### src/rtl/calc_display_if.sv
// Bus between the calculator and the display driver: the word to show plus the
// strobe that captures it, and the multiplexed 7-segment drive coming back.
interface calc_display_if;
  logic [15:0] value;
  logic        load;
  logic [3:0]  an;
  logic [6:0]  seg;
  logic        dp;
  logic        frame_done;

  modport master (output value, load, input an, seg, dp, frame_done);
  modport slave  (input value, load, output an, seg, dp, frame_done);
endinterface

### src/rtl/calc_display.sv
// Shows a captured 16-bit word as four hex digits on a time-multiplexed,
// common-anode 7-segment display, with optional leading-zero blanking.
module calc_display #(
  parameter int REFRESH_DIV = 100000,
  parameter bit BLANK_LZ    = 1'b1
) (
  input  logic         clk,
  input  logic         rst,
  calc_display_if.slave bus
);

  localparam int CW = $clog2(REFRESH_DIV);

  typedef enum logic [1:0] {DIG0, DIG1, DIG2, DIG3} digit_e;

  digit_e          state_q, state_d;
  logic [1:0]      idx;
  logic [CW-1:0]   cnt_q, cnt_d;
  logic [15:0]     dispVal_q, dispVal_d;
  logic [3:0]      an_q, an_d;
  logic [6:0]      seg_q, seg_d;
  logic            dp_q;
  logic            frameDone_q, frameDone_d;
  logic            lastTick;
  logic [15:0]     upper;
  logic            blank;

  function automatic logic [6:0] hex7(input logic [3:0] n);
    case (n)
      4'h0: hex7 = 7'h40;
      4'h1: hex7 = 7'h79;
      4'h2: hex7 = 7'h24;
      4'h3: hex7 = 7'h30;
      4'h4: hex7 = 7'h19;
      4'h5: hex7 = 7'h12;
      4'h6: hex7 = 7'h02;
      4'h7: hex7 = 7'h78;
      4'h8: hex7 = 7'h00;
      4'h9: hex7 = 7'h10;
      4'hA: hex7 = 7'h08;
      4'hB: hex7 = 7'h03;
      4'hC: hex7 = 7'h46;
      4'hD: hex7 = 7'h21;
      4'hE: hex7 = 7'h06;
      default: hex7 = 7'h0E;
    endcase
  endfunction

  assign idx = state_q;

  // A digit above position 0 is blank when it and every digit to its left are zero.
  always_comb begin
    lastTick    = (cnt_q == CW'(REFRESH_DIV - 1));
    dispVal_d   = bus.load ? bus.value : dispVal_q;
    cnt_d       = lastTick ? '0 : cnt_q + CW'(1);
    state_d     = lastTick ? digit_e'(idx + 2'd1) : state_q;
    frameDone_d = lastTick && (state_q == DIG3);
    upper       = dispVal_q >> {idx, 2'b00};
    blank       = BLANK_LZ && (idx != 2'd0) && (upper == 16'h0000);
    an_d        = ~(4'b0001 << idx);
    seg_d       = blank ? 7'h7F : hex7(upper[3:0]);
  end

  always_ff @(posedge clk) begin
    if (rst) begin
      state_q     <= DIG0;
      cnt_q       <= '0;
      dispVal_q   <= 16'h0000;
      an_q        <= 4'b1111;
      seg_q       <= 7'h7F;
      dp_q        <= 1'b1;
      frameDone_q <= 1'b0;
    end else begin
      state_q     <= state_d;
      cnt_q       <= cnt_d;
      dispVal_q   <= dispVal_d;
      an_q        <= an_d;
      seg_q       <= seg_d;
      dp_q        <= 1'b1;
      frameDone_q <= frameDone_d;
    end
  end

  assign bus.an         = an_q;
  assign bus.seg        = seg_q;
  assign bus.dp         = dp_q;
  assign bus.frame_done = frameDone_q;

endmodule

### src/flat_wrapper.sv
// flat-port wrapper written by rule: the top's interface ports become plain ports
module calc_display_flat 
#(
  parameter int REFRESH_DIV = 100000,
  parameter bit BLANK_LZ    = 1'b1
)
  (clk, rst, bus_value, bus_load, bus_an, bus_seg, bus_dp, bus_frame_done);
  calc_display_if bus_i ();
  input  logic clk;
  input  logic rst;
  input wire logic [$bits(bus_i.value)-1:0] bus_value;
  input wire logic [$bits(bus_i.load)-1:0] bus_load;
  output wire logic [$bits(bus_i.an)-1:0] bus_an;
  output wire logic [$bits(bus_i.seg)-1:0] bus_seg;
  output wire logic [$bits(bus_i.dp)-1:0] bus_dp;
  output wire logic [$bits(bus_i.frame_done)-1:0] bus_frame_done;
  assign bus_i.value = bus_value;
  assign bus_i.load = bus_load;
  assign bus_an = bus_i.an;
  assign bus_seg = bus_i.seg;
  assign bus_dp = bus_i.dp;
  assign bus_frame_done = bus_i.frame_done;
  calc_display #(.REFRESH_DIV(REFRESH_DIV), .BLANK_LZ(BLANK_LZ)) u_core (.clk(clk), .rst(rst), .bus(bus_i));
endmodule
### config.mk
export PLATFORM = sky130hd
export DESIGN_NAME = calc_display_flat
export DESIGN_NICKNAME = d
export VERILOG_FILES = /design/src/rtl/calc_display_if.sv /design/src/rtl/calc_display.sv /design/src/flat_wrapper.sv
export SDC_FILE = /design/constraint.sdc
export NUM_CORES = 1
export LEC_CHECK = 0
export BUFFER_PORTS_ARGS = -buffer_cell sky130_fd_sc_hd__buf_2
export CAP_MARGIN = 20
export CORE_MARGIN = 8
export CORE_UTILIZATION = 50
export DETAILED_ROUTE_END_ITERATION = 16
export HOLD_SLACK_MARGIN = 0.02
export PLACE_DENSITY_LB_ADDON = 0.15
export REMOVE_ABC_BUFFERS = 1
export SLEW_MARGIN = 20
export SYNTH_ARGS = -nofsm -noshare
export SYNTH_HDL_FRONTEND = slang
export SYNTH_SLANG_ARGS = --single-unit
### constraint.sdc
create_clock -name clk -period 2.4 [get_ports clk]
set_clock_uncertainty 0.05 [all_clocks]
set_input_delay 0.6 -clock clk [delete_from_list [all_inputs] [get_ports clk]]
set_output_delay 0.6 -clock clk [all_outputs]
set_load 0.01 [all_outputs]
==> results, run 1 <==
- The die outline area is 0.00686 mm2.
- The fraction of power spent switching nets is 22.9%.
- The critical path launch point type is a flip-flop.
- The final antenna-violating net count is 0.
- Summing the sequential cell areas from Yosys gives 42.1% of the chip area.
- The fraction of layout cells with a size suffix above 1 is 22.1%.
- Along the worst path, the maximum fanout reaches 7.
- Ranked by instance count, the synthesized netlist is headed by dfxtp_1 (47), nor2_1 (33), mux2i_1 (19).
- The minimum clock period after layout is 2.11 ns.
- The dominant combinational cell family by area after synthesis is simple AND/OR/NAND/NOR gates.
- Of the total power, the clock network draws 38.2%.
- The path class of the tightest hold or removal check is reg -> reg.
- In the final design database the tool counted 291 nets.
- The number of global-route vias before repair is 1682.
- The post-CTS setup-driven buffer insertion count is 0.
- The simple-gate share of the synthesized area is 20.4%.
- The main flop type after synthesis is dfxtp_1.
- The sum of net half-perimeters after detailed placement is 3220 um.
- The detailed-routing iteration count for the pre-antenna-repair pass is 6.
- Summing every instance area after synthesis gives 0.00223 mm2.
- The ratio of total power to cell area is 620 mW/mm2.
- 32 I/O pins were placed.
- Dividing the detail-routed via count by the number of cells gives 5.40.
- In the final timing run, aggregate negative setup slack is 0 ns.
- The run finished with clean final reports.
- The initial antenna violation count is 0.
- The count of buffers added on input and output ports is 30.
- In this run, the number of DRC markers left after iteration 0 of detailed routing was 96.
- The arrival time of data at the critical path endpoint is 2.29 ns.
- The share of total power in sequential cells is 52.9%.
- The max-cap violation count is 0.
- Ranked by total cell area, the synthesized netlist is headed by dfxtp_1 (42%), mux2i_1 (8.5%), ha_1 (5.6%).
- The buffer levels on the longest clock path is 2.
- After detailed routing, the average wire length per cell comes to 13.5 um.
- Of all cell types, the one taking the most synthesized area is dfxtp_1.
- The synthesized design contains 47 register bits.
- The delay of the slowest critical-path stage is 0.59 ns.
- The async set or reset register ratio after synthesis is 0%.
- The starting density of the core is 51.6%.
- Dividing the synthesized area by the synthesized cell count gives 9.63 um2.
- The maximum clock frequency is 0.475 GHz.
- The standby leakage power is 1.05 nW.
- The final cell count without fillers is 315.
- The first global-routing pass estimated 7770 um of wire.
- The total CTS buffers is 5.
- After detailed routing, the number of remaining DRC violations is 0.
- The critical path goes through mux4_2 > inv_1 > ha_1 > nor3b_1 > o311a_1 > a31oi_1 > buf_4 > o2111ai_1.
- Setup repair after global routing left no endpoint under its margin.
- The distinct cell type count of the synthesized netlist is 48.
- Counting instances, the worst hold path has a depth of 1.
- After detailed routing, the total wire length is 4250 um.
- The number of antenna diodes in the final layout is 0.
- After technology mapping, the gate count stands at 232.
- The category of the most critical setup path is reg -> reg.
- The root buffer selected by CTS is clkbuf_8.
- The post-synthesis share of cell area spent on full adders, half adders and majority gates is 5.60%.
- The number of max-slew violations in the final report is 0.
- The share of the clock period used by the worst path after layout is 87.7%.
- IR analysis of the VDD net gives a maximum drop of 0.000326 V.
- The endpoint class of the critical path is a flip-flop.
- Gates resized during post-CTS repair numbered 0.
- The clock network latency to the later pin of the worst-skew pair is 0.31 ns.
- The Yosys step of the flow raised 0 warnings.
- The pin count of the biggest net entering global routing is 18.
- Of the post-synthesis cell area, the part taken by muxes is 13.6%.
- In this run the power spent charging and discharging nets is 0.000362 W.
- The area growth from synthesis to layout is 13.9%.
- TritonCTS built the clock tree.
- The die is 82.8 um wide.
- The clock transition at the registers of the reported paths is 0.09 ns.
- Yosys instantiated no cell more often than dfxtp_1.
- In this run the standard cell core region covers 0.00432 mm2.
- The combinational power share is 8.9%.
- In this run the number of H-tree levels came out at 2.
- The tree built by TritonCTS fans out to 47 sinks.
- Data on the critical path is required at its endpoint by 2.59 ns.
- Setup violations remaining at the end of the flow were counted as 0.
- After clock tree synthesis, the flow added hold-fix buffers numbering 0.
- Counting cells, the worst reg-to-reg path comes to 8.
- The overall fraction of global-route tracks in use is 13.2%.
- The xor/xnor share of the synthesized area is 4.31%.
- The total grt overflow is 0.
- Counting flops with a built-in enable in the synthesized netlist gives 0.
- In this run the core area contains 24 standard-cell rows.
- Summing the areas of all compound-gate instances in the mapped netlist gives 9.08% of the synthesized area.
- The number of hold violations in the final report is 0.
- In this run the biggest area consumer among cell types represents 42.1% of the synthesized area.
- The slowest stage of the critical path belongs to the cell mux4_2.
- The internal cell power is 0.00122 W.
- The congestion estimate from routability-driven global placement came to 0.802.
- Once placement completed, the tool counted placed cells totaling 307.
- The routed layout has 1700 vias.
- The die is 82.8 um tall.
[registers in the layout, indices dropped and copies added, names as in the netlist]
| name | count |
|---|---|
| u_core.bus.an | 4 |
| u_core.bus.frame_done | 1 |
| u_core.bus.seg | 7 |
| u_core.cnt_q | 17 |
| u_core.dispVal_q | 16 |
| u_core.idx | 2 |
[metal layers]
metal | wire (um) | track usage [%]
met1 | 2080 | 17.1
met2 | 1800 | 18.7
met3 | 285 | 5.18
met4 | 85 | 6.39
met5 | 0 | 0
[power groups by stage]
stage,sequential [W],combinational [W],clock [W]
3_3_place_gp,0.000852,0.000143,0
5_1_grt,0.000839,0.000163,0.000656
2_1_floorplan,0.000853,0.0000799,0
4_1_cts,0.000834,0.000143,0.000620
6_report,0.000835,0.000141,0.000602
3_5_place_dp,0.000853,0.000143,0
[stage by stage]
stage               utilization, %  instance area [um2]  setup slack [ns]  hold slack (ns)  power (W)
floorplan                        -                 2170             0.174            0.390   0.000933
global placement              56.1                 2430             0.337            0.405   0.000995
detailed placement            56.1                 2430             0.272            0.415   0.000995
CTS                           58.8                 2540             0.271            0.437    0.00160
global route                  58.8                 2540             0.129            0.475    0.00166
finish                        58.8                 2540             0.295            0.428    0.00158
[cell usage in the layout, fill, tap and decap left out, types with 2 or more instances in the layout]
cell and count:
dfxtp_1 47, nor2_1 33, buf_2 30, mux2i_1 19
nand2_1 13, inv_1 11, nand3_1 10, ha_1 10
a21oi_1 8, xor2_1 6, clkbuf_8 6, mux4_2 5
nor4_1 5, xnor2_1 5, o21ai_0 5, buf_4 5
o211ai_1 4, nand2b_1 4, and3_1 3, o41ai_1 2
o31ai_1 2, or3_1 2
[critical path: cells and delay by family, from the launching register on]
| kind | cells | cell delay, ns |
|---|---|---|
| muxes | 1 | 0.59 |
| adders and majority gates | 1 | 0.20 |
| DFF | 1 | 0.40 |
| buffers and inverters | 2 | 0.30 |
| and+or+nand+nor | 1 | 0.18 |
| AOI/OAI and AO/OA | 3 | 0.33 |
[final cells by class]
| class | instances | area [um2] |
|---|---|---|
| clock buffers | 6 | 82.6 |
| well taps | 52 | 65.1 |
| multi-input cells | 161 | 1190 |
| clock inverters | 2 | 35.0 |
| inverters | 12 | 45.0 |
| fillers | 405 | 1780 |
| flip-flops and latches | 47 | 941 |
| repair buffers | 35 | 188 |
[worst paths after layout]
check	from	to	slack (ns)
max	u_core.idx[0]	u_core.bus.seg[0]	0.29
min reg2reg	u_core.cnt_q[0]	u_core.cnt_q[0]	0.43
min	u_core.cnt_q[0]	u_core.cnt_q[0]	0.43
max reg2reg	u_core.idx[0]	u_core.bus.seg[0]	0.29
[cells by family after synthesis]
family,after synthesis
buffers and inverters,24
adders and majority gates,10
muxes,24
DFF,47
and+or+nand+nor,85
other,1
xor gates and xnor gates,11
AOI/OAI and AO/OA,30
No activity file was read; power rests on OpenSTA's default activity.
==> run 2, diff against run 1 <==
ABC_AREA = 1   (was unset)
CORE_UTILIZATION = 26   (was 50)
==> results, run 2 <==
- The total CTS buffers is 5 (unchanged).
- The count of buffering cells on the critical path with inverters included was 2 (unchanged).
- The chip width is 112 um (was 82.8 um).
- The number of placement rows is 35 (was 24).
- The delay of the slowest critical-path stage is 0.45 ns (was 0.59 ns).
- The ratio of total power to cell area is 588 mW/mm2 (was 620 mW/mm2).
- The final-report setup violation count is 0 (unchanged).
- The endpoint class of the critical path is a flip-flop (unchanged).
- The post-cts repair resize count is 0 (unchanged).
- The number of max-slew violations in the final report is 0 (unchanged).
- The capturing point of the worst reg2reg path was u_core.bus.seg[5] (was u_core.bus.seg[0]).
- The buffer levels on the longest clock path is 2 (unchanged).
- The number of hold violations in the final report is 0 (unchanged).
- The post-CTS setup-driven buffer insertion count came to 0 (unchanged).
- The gate count after technology mapping is 332 (was 232).
- The minimum setup slack in the final design is 0.490 ns (was 0.295 ns).
- The total I/O pin count is 32 (unchanged).
- The async set or reset register ratio after synthesis is 0% (unchanged).
- The beginning of the worst hold path was u_core.cnt_q[0] (unchanged).
- List of cells traversed by the critical path: buf_4 > nand2_1 > nand3_1 > nand2_1 > ha_1 > inv_1 > nor2_1 > nand3_1 > nor2_1 > a21oi_2 > nand2_1 (was mux4_2 > inv_1 > ha_1 > nor3b_1 > o311a_1 > a31oi_1 > buf_4 > o2111ai_1).
- The number of buffers inserted for hold repair after clock tree synthesis is 0 (unchanged).
- The placement-stage worst setup slack is 0.458 ns (was 0.272 ns).
- The floorplan die height came to 112 um (was 82.8 um).
- The final net count is 393 (was 291).
- The capture endpoint of the worst hold path is u_core.cnt_q[0] (unchanged).
- The critical path launch point type is a flip-flop (unchanged).
- The fraction of layout cells with a size suffix above 1 was 21.4% (was 22.1%).
- The pin count of the biggest net entering global routing is 18 (unchanged).
- The most frequent cell after synthesis is nand2_1 (was dfxtp_1).
- Counting stages on the worst path, the most repeated cell is nand2_1.
- The sum of net half-perimeters after detailed placement is 4090 um (was 3220 um).
- The number of enable-type register cells in the synthesized netlist came to 0 (unchanged).
- The area inside the core boundary is 0.00911 mm2 (was 0.00432 mm2).
- The number of storage elements in the synthesis netlist is 47 (unchanged).
- Leading post-synthesis cells by cell area: dfxtp_1 (39%), nand2_1 (13%), nor2_1 (8.1%) (was dfxtp_1 (42%), mux2i_1 (8.5%), ha_1 (5.6%)).
- The wire length of the first global-routing pass is 9630 um (was 7770 um).
- Leading cell types in the layout, fill and taps excluded: nand2_1 (82), nor2_1 (52), dfxtp_1 (47) (was dfxtp_1 (47), nor2_1 (33), buf_2 (30)).
- The initial detailed-routing violation count is 44 (was 96).
- The final wirelength came to 5400 um (was 4250 um).
- The detail-routed net length per standard cell was 11.3 um (was 13.5 um).
- Setup repair after global routing missed its margin: no (unchanged).
- The data required time of the critical path came to 2.54 ns (was 2.59 ns).
- The total grt overflow is 0 (unchanged).
- The peak fanout along the critical path came to 9 (was 7).
- The most common cell after layout, fill and taps aside is nand2_1 (was dfxtp_1).
- The area share of the largest cell type after synthesis was 39.2% (was 42.1%).
- The arrival time of data at the critical path endpoint is 2.05 ns (was 2.29 ns).
- The cell type contributing the most total cell area after synthesis is dfxtp_1 (unchanged).
- The post-synth design cell area is 0.00240 mm2 (was 0.00223 mm2).
- The overall fraction of global-route tracks in use is 9.22% (was 13.2%).
- The initial antenna violation count came to 0 (unchanged).
- The clock network latency to the later pin of the worst-skew pair was 0.31 ns (about the same).
- The count of antenna diodes in the layout came to 0 (unchanged).
- The standby leakage power is 1.19 nW (was 1.05 nW).
- The average cell area after synthesis came to 7.23 um2 (was 9.63 um2).
- The distinct cell type count of the synthesized netlist is 31 (was 48).
- The share of the clock period used by the worst path after layout was 79.6% (was 87.7%).
- The class of the most critical hold timing path is reg -> reg (unchanged).
- The total DRC errors in the routed layout came to 0 (unchanged).
- The weighted congestion at the end of routability-driven global placement is 0.779 (was 0.802).
- The number of flip-flops in the largest register is 17 (unchanged).
- The area growth from synthesis to layout came to 15.2% (was 13.9%).
- The total design power was 0.00163 W (was 0.00158 W).
- The minimum clock period after layout is 1.91 ns (was 2.11 ns).
- The final antenna-violating net count is 0 (unchanged).
- Run status: completed (unchanged).
- The utilization after layout is 30.3% (was 58.8%).
- The maximum vdd drop is 0.000230 V (was 0.000326 V).
- The setup TNS is 0 ns (unchanged).
- The quantity of I/O buffers inserted on ports is 30 (unchanged).
- The starting density of the core is 26.3% (was 51.6%).
- The total number of vias is 2049 (was 1700).
- The worst-case register-to-register setup slack is 0.49 ns (was 0.29 ns).
- The main flop type after synthesis is dfxtp_1 (unchanged).
- The cell family contributing the most delay on the critical path is simple AND/OR/NAND/NOR gates (was multiplexers).
- The clock transition at the registers of the reported paths came to 0.09 ns (about the same).
- The total number of yosys warnings is 0 (unchanged).
- The clock sink total is 47 (unchanged).
- The die outline area came to 0.0126 mm2 (was 0.00686 mm2).
- The level count of the clock H-tree was 2 (unchanged).
- The worst hold path depth came to 1 (unchanged).
- The vias per cell is 4.30 (was 5.40).
- The number of cells on the worst reg-to-reg path is 11 (was 8).
- The startpoint of the most critical register-to-register path was u_core.idx[0] (unchanged).
- The category of the most critical setup path is reg -> reg (unchanged).
- The max-cap violation count came to 0 (unchanged).
- The number of global-route vias before repair is 2098 (was 1682).
- The library cell contributing the largest single delay on the critical path is dfxtp_1 (was mux4_2).
- The register containing the most flip-flops in the final layout was u_core.cnt_q (unchanged).
- The clock tree from TritonCTS is yes (unchanged).
- The detailed-routing iteration count for the pre-antenna-repair pass is 4 (was 6).
- The sequential-to-total area share from yosys stat is 39.2% (was 42.1%).
- The tightest hold margin is 0.412 ns (was 0.428 ns).
- Ranking of synthesized cells by instance count: nand2_1 (82), nor2_1 (52), dfxtp_1 (47) (was dfxtp_1 (47), nor2_1 (33), mux2i_1 (19)).
- The root buffer selected by CTS is clkbuf_8 (unchanged).
- The maximum clock frequency is 0.523 GHz (was 0.475 GHz).
- The critical path startpoint is u_core.idx[0] (unchanged).
run 2: per-layer routing:
layer  vias to the layer above  part of all wire [%]  global-route usage (%)
met2                        21                    47                    15.6
met3                         7                   4.7                    2.63
met4                         0                   1.4                    3.78
met5                         -                     0                       0
li1                       1106                     -                       -
met1                       915                    47                    10.7
run 2: cell families after synthesis:
kind of cell / synth area share [%]
buffers and inverters: 7.72
adder cells (fa/ha/maj): 5.21
AO/OA/AOI/OAI: 8.97
flip-flops: 39.2
AND/OR/NAND/NOR: 38.0
other: 0.156
XOR/XNOR: 0.730
run 2: per-stage QoR:
stage | area, um2 | instances
after floorplan | 2330 | 324
final | 2760 | 476
after global routing | 2760 | 476
after detailed placement | 2650 | 468
after global placement | 2650 | 468
after CTS | 2760 | 476
run 2: power breakdown:
group / internal (W) / switching, W / leakage, nW
combinational: 0.0000687 / 0.000104 / 0.744
sequential: 0.000815 / 0.0000219 / 0.386
clock: 0.000337 / 0.000279 / 0.0612
total: 0.00122 / 0.000405 / 1.19
run 2: worst max-delay path by stage:
| stage | endpoint | cells after the start | slack [ns] |
|---|---|---|---|
| 6_report | u_core.bus.seg[5] | 11 | 0.49 |
| 5_1_grt | u_core.bus.seg[5] | 11 | 0.19 |
| 4_1_cts | u_core.bus.seg[4] | 11 | 0.45 |
| 3_5_place_dp | u_core.bus.seg[4] | 11 | 0.46 |
| 3_3_place_gp | u_core.bus.seg[0] | 11 | 0.55 |
| 2_1_floorplan | u_core.bus.seg[0] | 12 | 0.62 |
run 2: area by class of cell:
type | count | area (um2)
fillers | 1032 | 6340
multi-input cells | 245 | 1270
flip-flops and latches | 47 | 941
repair buffers | 33 | 173
well taps | 111 | 139
inverters | 32 | 120
clock buffers | 6 | 82.6
clock inverters | 2 | 35.0
==> run 3, diff against run 2 <==
ABC_AREA = 0   (was 1)
clock period = 1.62 ns   (was 2.4 ns; I/O delays follow)
==> results, run 3 (synthesis results as in run 1) <==
- Run status: complete, but fails checks (was completed).
- The final reports fail on setup timing.
- The number of flip-flops in the largest register is 17 (unchanged).
- The minimum clock period after layout came to 1.93 ns (was 1.91 ns).
- The fraction of layout cells with a size suffix above 1 came to 36.8% (was 21.4%).
- The category of the most critical setup path is reg -> reg (unchanged).
- The ratio of total power to cell area is 739 mW/mm2 (was 588 mW/mm2).
- The library cell contributing the largest single delay on the critical path is mux4_2 (was dfxtp_1).
- The tightest hold margin was 0.294 ns (was 0.412 ns).
- The number of hold violations in the final report is 0 (unchanged).
- The clock transition at the registers of the reported paths is 0.09 ns (about the same).
- The number of placement rows is 34 (was 35).
- The level count of the clock H-tree came to 2 (unchanged).
- The minimum setup slack in the final design is -0.312 ns (was 0.490 ns).
- The number of buffers inserted for hold repair after clock tree synthesis is 0 (unchanged).
- The initial detailed-routing violation count is 34 (was 44).
- The number of placed cells counting well taps is 399 (was 468).
- The arrival time of data at the critical path endpoint is 2.09 ns (was 2.05 ns).
- The number of max-slew violations in the final report is 0 (unchanged).
- Leading cell types in the layout, fill and taps excluded: buf_4 (42), dfxtp_1 (40), nor2_1 (33) (was nand2_1 (82), nor2_1 (52), dfxtp_1 (47)).
- The total CTS buffers came to 5 (unchanged).
- The final wirelength came to 5260 um (was 5400 um).
- The critical path launch point type was a flip-flop (unchanged).
- The share of the clock period used by the worst path after layout is 119% (was 79.6%).
- The final-report setup violation count is 7 (was 0).
- The combinational power share was 12.8% (was 10.6%).
- The die outline area was 0.0118 mm2 (was 0.0126 mm2).
- The net switching power of the design is 0.000540 W (was 0.000405 W).
- The vias per cell is 4.37 (was 4.30).
- The overall fraction of global-route tracks in use is 9.31% (was 9.22%).
- The final antenna-violating net count is 0 (unchanged).
- The internal cell power was 0.00165 W (was 0.00122 W).
- The starting density of the core is 26.3% (about the same).
- The buffer levels on the longest clock path was 2 (unchanged).
- The most common cell after layout, fill and taps aside is buf_4 (was nand2_1).
- The fraction of power spent switching nets is 24.6% (was 24.9%).
- The standby leakage power came to 1.24 nW (was 1.19 nW).
- The total DRC errors in the routed layout is 0 (unchanged).
- The weighted congestion at the end of routability-driven global placement came to 0.716 (was 0.779).
- The area growth from synthesis to layout is 32.9% (was 15.2%).
- The cell family contributing the most delay on the critical path is multiplexers (was simple AND/OR/NAND/NOR gates).
- The total grt overflow is 0 (unchanged).
- The quantity of I/O buffers inserted on ports came to 30 (unchanged).
- The share of total power in sequential cells is 56.3% (was 51.5%).
- The class of the most critical hold timing path is in -> reg (was reg -> reg).
- The sum of net half-perimeters after detailed placement is 4100 um (was 4090 um).
- The peak fanout along the critical path was 7 (was 9).
- The total I/O pin count is 32 (unchanged).
- The maximum vdd drop was 0.000277 V (was 0.000230 V).
- The number of global-route vias before repair is 1821 (was 2098).
- The floorplan die height is 109 um (was 112 um).
- List of cells traversed by the critical path: mux4_2 > inv_2 > ha_4 > nor3b_2 > o311a_1 > a31oi_1 > buf_4 > o211ai_1 (was buf_4 > nand2_1 > nand3_1 > nand2_1 > ha_1 > inv_1 > nor2_1 > nand3_1 > nor2_1 > a21oi_2 > nand2_1).
- The count of antenna diodes in the layout is 0 (unchanged).
- The max-cap violation count is 0 (unchanged).
- The wire length of the first global-routing pass is 8830 um (was 9630 um).
- The data required time of the critical path came to 1.78 ns (was 2.54 ns).
- The pin count of the biggest net entering global routing is 17 (was 18).
- The clock network latency to the later pin of the worst-skew pair is 0.29 ns (was 0.31 ns).
- The area inside the core boundary is 0.00851 mm2 (was 0.00911 mm2).
- The maximum clock frequency is 0.517 GHz (was 0.523 GHz).
- The root buffer selected by CTS is clkbuf_8 (unchanged).
- The count of buffering cells on the critical path with inverters included is 2 (unchanged).
- The endpoint class of the critical path is a flip-flop (unchanged).
- The final net count is 330 (was 393).
- The total number of vias is 1790 (was 2049).
- The fraction of power consumed by the clock network was 30.9% (was 37.9%).
- The detail-routed net length per standard cell came to 12.8 um (was 11.3 um).
- The clock tree from TritonCTS is yes (unchanged).
- The final cell count without fillers is 410 (was 476).
- The chip width is 109 um (was 112 um).
- The clock sink total came to 47 (unchanged).
- The detailed-routing iteration count for the pre-antenna-repair pass was 4 (unchanged).
- The register containing the most flip-flops in the final layout is u_core.cnt_q (unchanged).
- Setup repair after global routing missed its margin: yes (was no).
- The total design power is 0.00219 W (was 0.00163 W).
- The initial antenna violation count was 0 (unchanged).
- The delay of the slowest critical-path stage was 0.51 ns (was 0.45 ns).
-- run 3: cell count changes in the layout (fill, tap and decap cells not counted), sizes merged, moves of 17 or more --
cell / before / now
nand2: 92 / 13
buf: 33 / 74
nor2: 63 / 33
inv: 31 / 12
mux2i: 0 / 19
o21ai: 23 / 6
-- run 3: tightest hold or removal path, stage by stage --
cell and delay (ns):
buf_2 0.08, mux2i_1 0.05, nor2_1 0.07
-- run 3: metrics by stage --
step,setup WS (ns),TNS [ns],util [%],area [um2]
2_1_floorplan,-0.606,-5.25,-,2170
3_3_place_gp,-0.360,-2.39,32.8,2790
3_5_place_dp,-0.483,-3.17,32.8,2790
4_1_cts,-0.327,-2.10,34.2,2910
5_1_grt,-0.389,-2.63,34.9,2970
6_report,-0.312,-2.02,34.9,2970
-- run 3: cell type report --
class                   instances  area, um2
flip-flops and latches         47        957
clock inverters                 1       5.00
well taps                     108        135
repair buffers                 74        505
multi-input cells             161       1240
inverters                      12       45.0
clock buffers                   7       76.3
fillers                       909       5540
-- run 3: path summary, 6_finish.rpt --
| path | startpoint | endpoint | slack [ns] | depth (start not counted) |
|---|---|---|---|---|
| max | u_core.idx[0] | u_core.bus.seg[6] | -0.31 | 8 |
| min | bus_value[2] | u_core.dispVal_q[2] | 0.29 | 3 |
| max reg2reg | u_core.idx[0] | u_core.bus.seg[6] | -0.31 | 8 |
| min reg2reg | u_core.cnt_q[0] | u_core.cnt_q[0] | 0.42 | 1 |
-- run 3: layer usage --
metal	track usage [%]	wire [um]	vias up
met2	15.1	2380	19
met5	0	0	-
met1	11.9	2610	817
met3	2.72	236	2
met4	2.35	34	0
li1	-	-	952
-- run 3: power groups by stage --
stage / Sequential, W / Clock (W) / Combinational, W
finish: 0.00124 / 0.000678 / 0.000280
CTS: 0.00123 / 0.000728 / 0.000280
global placement: 0.00126 / 0 / 0.000271
floorplan: 0.00126 / 0 / 0.000118
global route: 0.00124 / 0.000779 / 0.000309
detailed placement: 0.00126 / 0 / 0.000270
-- run 3: what timing repair did --
item                       4_1_cts  5_1_grt
hold endpoints to repair         0        0
buffers inserted                 1        2
pin swaps                        3        6
setup endpoints to repair        9       13
gates resized for setup         10       13
cloned                           0        0
